<file path="config.mk">
export PLATFORM = sky130hd
export DESIGN_NAME = mem_stage_mc
export DESIGN_NICKNAME = d
export VERILOG_FILES = /design/src/rtl/mem_stage_mc.sv
export SDC_FILE = /design/constraint.sdc
export NUM_CORES = 1
export LEC_CHECK = 0
export ABC_AREA = 1
export BUFFER_PORTS_ARGS = -buffer_cell sky130_fd_sc_hd__buf_4
export CORE_MARGIN = 3
export CORE_UTILIZATION = 50
export CTS_CLUSTER_SIZE = 28
export DETAILED_ROUTE_END_ITERATION = 8
export GPL_ROUTABILITY_DRIVEN = 0
export PLACE_DENSITY = 0.87
export SETUP_SLACK_MARGIN = 0.02
export SLEW_MARGIN = 40
export SYNTH_ARGS = -nofsm -noshare
export SYNTH_HDL_FRONTEND = slang
export SYNTH_SLANG_ARGS = --single-unit
</file>
<file path="constraint.sdc">
create_clock -name clk -period 2.3 [get_ports clk]
set_input_delay 0.69 -clock clk [delete_from_list [all_inputs] [get_ports clk]]
set_output_delay 0.69 -clock clk [all_outputs]
set_load 0.005 [all_outputs]
</file>
<file path="src/rtl/mem_stage_mc.sv">
// Multi-cycle memory stage: one transaction at a time, bus request/response
// handshake, load alignment and extension, store lane replication.
module mem_stage_mc #(
  parameter int unsigned     XLEN     = 32,
  parameter logic [XLEN-1:0] RESET_PC = XLEN'(32'h1c000000)
) (
  input  logic                clk,
  input  logic                rst,
  input  logic                in_valid,
  output logic                in_ready,
  output logic                out_valid,
  input  logic                out_ready,
  input  logic [XLEN-1:0]     pc,
  input  logic [XLEN-1:0]     alu_result,
  input  logic [XLEN-1:0]     rkd_value,
  input  logic                res_from_mem,
  input  logic                mem_we,
  input  logic                gr_we,
  input  logic [4:0]          dest,
  input  logic [1:0]          mem_size,
  input  logic                mem_unsigned,
  output logic                data_req,
  output logic                data_wr,
  output logic [XLEN/8-1:0]   data_wstrb,
  output logic [XLEN-1:0]     data_addr,
  output logic [XLEN-1:0]     data_wdata,
  input  logic                data_addr_ok,
  input  logic                data_data_ok,
  input  logic [XLEN-1:0]     data_rdata,
  output logic [XLEN-1:0]     pc_out,
  output logic [XLEN-1:0]     result_out,
  output logic                gr_we_out,
  output logic [4:0]          dest_out,
  output logic                ale_out
);

  localparam int unsigned NB   = XLEN / 8;
  localparam int unsigned OFFW = (XLEN == 64) ? 3 : 2;

  typedef enum logic [1:0] {S_IDLE, S_REQ, S_WAIT, S_DONE} state_e;

  state_e          state_q;
  logic [XLEN-1:0] pc_q, alu_q, rkd_q, result_q;
  logic            ld_q, st_q, gr_we_q, uns_q, ale_q;
  logic [4:0]      dest_q;
  logic [1:0]      size_q;

  logic            accept_d, memop_d, misalign_d;
  logic [OFFW-1:0] amask_d, off_d;
  logic [XLEN-1:0] shifted_d, lmask_d, topbit_d, load_ext_d, wdata_d;
  logic [6:0]      nbits_d;
  logic [3:0]      nbytes_d;
  logic [NB-1:0]   bmask_d;

  assign in_ready = ~rst & ((state_q == S_IDLE) | ((state_q == S_DONE) & out_ready));
  assign accept_d = in_valid & in_ready;
  assign memop_d  = res_from_mem | mem_we;

  // A double access cannot be naturally aligned on a 32-bit datapath.
  always_comb begin
    amask_d    = ~({OFFW{1'b1}} << mem_size);
    misalign_d = ((mem_size == 2'd3) && (XLEN == 32)) ||
                 ((alu_result[OFFW-1:0] & amask_d) != '0);
  end

  assign off_d = alu_q[OFFW-1:0];

  // Sign bit is located through the top bit of the width mask to avoid a
  // variable bit-select.
  always_comb begin
    shifted_d  = data_rdata >> {off_d, 3'b000};
    nbits_d    = 7'd8 << size_q;
    lmask_d    = ~({XLEN{1'b1}} << nbits_d);
    topbit_d   = lmask_d & ~(lmask_d >> 1);
    load_ext_d = shifted_d & lmask_d;
    if (!uns_q && ((shifted_d & topbit_d) != '0)) begin
      load_ext_d = load_ext_d | ~lmask_d;
    end
  end

  always_comb begin
    nbytes_d = 4'd1 << size_q;
    bmask_d  = ~({NB{1'b1}} << nbytes_d);
    case (size_q)
      2'd0:    wdata_d = {NB{rkd_q[7:0]}};
      2'd1:    wdata_d = {(NB/2){rkd_q[15:0]}};
      2'd2:    wdata_d = {(NB/4){rkd_q[31:0]}};
      default: wdata_d = rkd_q;
    endcase
  end

  assign data_req   = (state_q == S_REQ);
  assign data_wr    = st_q;
  assign data_addr  = {alu_q[XLEN-1:OFFW], {OFFW{1'b0}}};
  assign data_wstrb = bmask_d << off_d;
  assign data_wdata = wdata_d;

  assign out_valid  = (state_q == S_DONE);
  assign pc_out     = pc_q;
  assign result_out = result_q;
  assign gr_we_out  = gr_we_q;
  assign dest_out   = dest_q;
  assign ale_out    = ale_q;

  always_ff @(posedge clk) begin
    if (rst) begin
      state_q  <= S_IDLE;
      pc_q     <= RESET_PC;
      alu_q    <= '0;
      rkd_q    <= '0;
      result_q <= '0;
      ld_q     <= 1'b0;
      st_q     <= 1'b0;
      gr_we_q  <= 1'b0;
      uns_q    <= 1'b0;
      ale_q    <= 1'b0;
      dest_q   <= '0;
      size_q   <= '0;
    end else if (accept_d) begin
      pc_q     <= pc;
      alu_q    <= alu_result;
      rkd_q    <= rkd_value;
      result_q <= alu_result;
      ld_q     <= res_from_mem;
      st_q     <= mem_we;
      gr_we_q  <= gr_we & ~(memop_d & misalign_d);
      uns_q    <= mem_unsigned;
      ale_q    <= memop_d & misalign_d;
      dest_q   <= dest;
      size_q   <= mem_size;
      state_q  <= (memop_d && !misalign_d) ? S_REQ : S_DONE;
    end else begin
      case (state_q)
        S_REQ:  if (data_addr_ok) state_q <= S_WAIT;
        S_WAIT: if (data_data_ok) begin
                  state_q <= S_DONE;
                  if (ld_q) result_q <= load_ext_d;
                end
        S_DONE: if (out_ready) state_q <= S_IDLE;
        default: ;
      endcase
    end
  end

endmodule
</file>
==> metrics.cfg <==
[sta]
finalMaxSlewViolations=0
finalHoldViolCount=0
layout_min_cycle_time_ns=2.19
rsz0062_at_grt=false
fin_setup_tns_ns=0
clock.fmax_mhz=457
slew_headroom_pct=64.8
period_share_pct=95.2
worstMarginPinSlew_ns=0.528
fin_skew_ns=0.00646
setup_viol=0

[floorplanning]
die_x_um=121
rows=41
ios=288
die_y_um=121
design.core.area_um2=12700
initial_core_util_pct=51.7
dieArea_um2=14600

[synthesis]
synth_xor_area_share_pct=0
synth_simple_gate_area_share_pct=24.4
synth_compound_area_share_pct=17.7
synth_top_area_share_pct=43.2
avgSynthCellArea_um2=6.99
yosys.area.top_type=dfxtp_1
muxShareOfSynthArea_pct=0
netlist_area_um2=6580
ys_ff_latch=142
synth_cells=941
synth.yosys.seq_area_share_pct=43.2
ys_types=29
synth.area.top_cells=dfxtp_1 43%, nand2_1 18%, a21oi_1 7.2%
ys_warn_count=0
synthAdderAreaFrac_pct=0
synth_top_family_by_area=simple AND/OR/NAND/NOR gates

[detailed_routing]
first_pass_iters=5
drt-total-wl_mm=21.5
drt_iter0_drc=560
drcViolationCount=0
avgViaCountPerCell=5.30
wl_per_cell_um=15.9
via_count=7159
ant_nets=0

[cells_and_area]
syn_to_final_growth_pct=39.9
final_area_um2=9200
final_common_cell=nand2_1
diodes=0
final_layout_size_suffix_gt1_share_pct=30.3
layoutNonFillerInstCount=1350
final_nets=1310
final_util_pct=72.3
mostFrequentLayoutCells=307 x nand2_1, 298 x buf_4, 139 x dfxtp_1

[global_route]
grt_pass1_wl_mm=33.1
grt_max_degree=95
antenna_found_initial=0
grt_pass1_vias=6633
grt_overflow=0
grt_use_total_pct=28.4

[worst_hold_path]
hold_path_class=reg2reg

[pwr]
p_per_area_nw_per_um2=855
peakVddDrop_mv=0.554
p_leak_nw=4.64

[setup_path]
cp-start-kind=flop
arrival_ns=1.50
path_class=reg2out
required_ns=1.61
crit_path_end_kind=primary output
path_max_fanout=19

[placed_design]
dpl.cell_count=1313
io_buffers=285
dpl_cell_area_um2=8500
dp_hpwl_mm=15.2

[clock_network]
hold_buffers=0
clk_latency_ns=0.41
clk_pin_slew_worst_paths_ns=0.06
cts.sinks=142
cts.path.max_buffers=2
cts_buffers=17
cts_htree_levels=4
tritoncts=done
root_buffer=clkbuf_16

[outcome]
status=finished clean

[flow_run]
cap_violations=0

## stage by stage
step,hold slack (ns),power [mW],worst slack (ns)
after floorplan,0.430,4.02,0.479
after global placement,0.444,4.84,0.270
after detailed placement,0.446,4.89,0.205
after CTS,0.452,7.89,0.0298
after global routing,0.462,8.25,0.0257
final,0.458,7.87,0.111
## logic make-up (layout without fill, tap and decap cells)
family	count (synthesis)	count (layout)
AOI/OAI and AO/OA	217	217
buffers and inverters	185	421
DFF	142	142
other	1	2
and+or+nand+nor	396	396
## timing repair
action / CTS / global route
endpoints found under the setup margin: 11 / 14
gates resized for setup: 6 / 5
setup buffers: 5 / 0
endpoints found under the hold margin: 0 / 0
pin swaps: 0 / 0
## state kept, by name, indices dropped and copies added, names as in the netlist, 2 cells and up
name	count
state_q	2
pc_out	32
alu_q	32
size_q	2
rkd_q	32
dest_out	5
result_out	32
## Yosys cell counts (all sizes together)
library cell,number
o2111ai,1
o211ai,4
buf,82
inv,81
a21oi,95
nand2,308
nand3,68
nor2,18
conb,1
clkinv,1
o221ai,8
dfxtp,142
or2,2
clkbuf,21
o21ai,100
a22oi,9
## path summary, 6_finish.rpt
kind | from | endpoint | slack (ns) | cells after the start
setup / recovery | size_q[1] | data_wdata[9] | 0.11 | 5
hold / removal | rkd_q[24] | rkd_q[24] | 0.46 | 2
setup reg to reg | alu_q[0] | result_out[14] | 0.21 | 14
hold reg to reg | rkd_q[24] | rkd_q[24] | 0.46 | 2
## final cells by class
cell class,count,area [um2]
Fill cell,1021,3520
Sequential cell,142,2850
Multi-Input combinational cell,615,2790
Timing Repair Buffer,307,2390
Clock buffer,24,492
Inverter,82,315
Tap cell,172,215
Clock inverter,8,153
## metal layers
metal / vias to the layer above / routed length (um) / global-route usage, %
met5: - / 0 / 0
met4: 0 / 852 / 13.5
met3: 65 / 2370 / 9.96
met2: 396 / 10300 / 46.6
met1: 3264 / 8030 / 33.2
li1: 3434 / - / -
## power by group
| part | total (mW) | leakage [nW] | internal, mW | switching, mW |
|---|---|---|---|---|
| clock network | 2.98 | 0.307 | 1.94 | 1.04 |
| registers | 2.93 | 1.16 | 2.76 | 0.173 |
| logic | 1.96 | 3.17 | 0.909 | 1.05 |
## critical path, stage by stage (launching register included)
cell and delay (ns):
dfxtp_2 0.36, nor2_2 0.15, buf_6 0.20, nand2_1 0.10, o21ai_0 0.11, buf_4 0.16
Power figures use the tool's default switching activity.
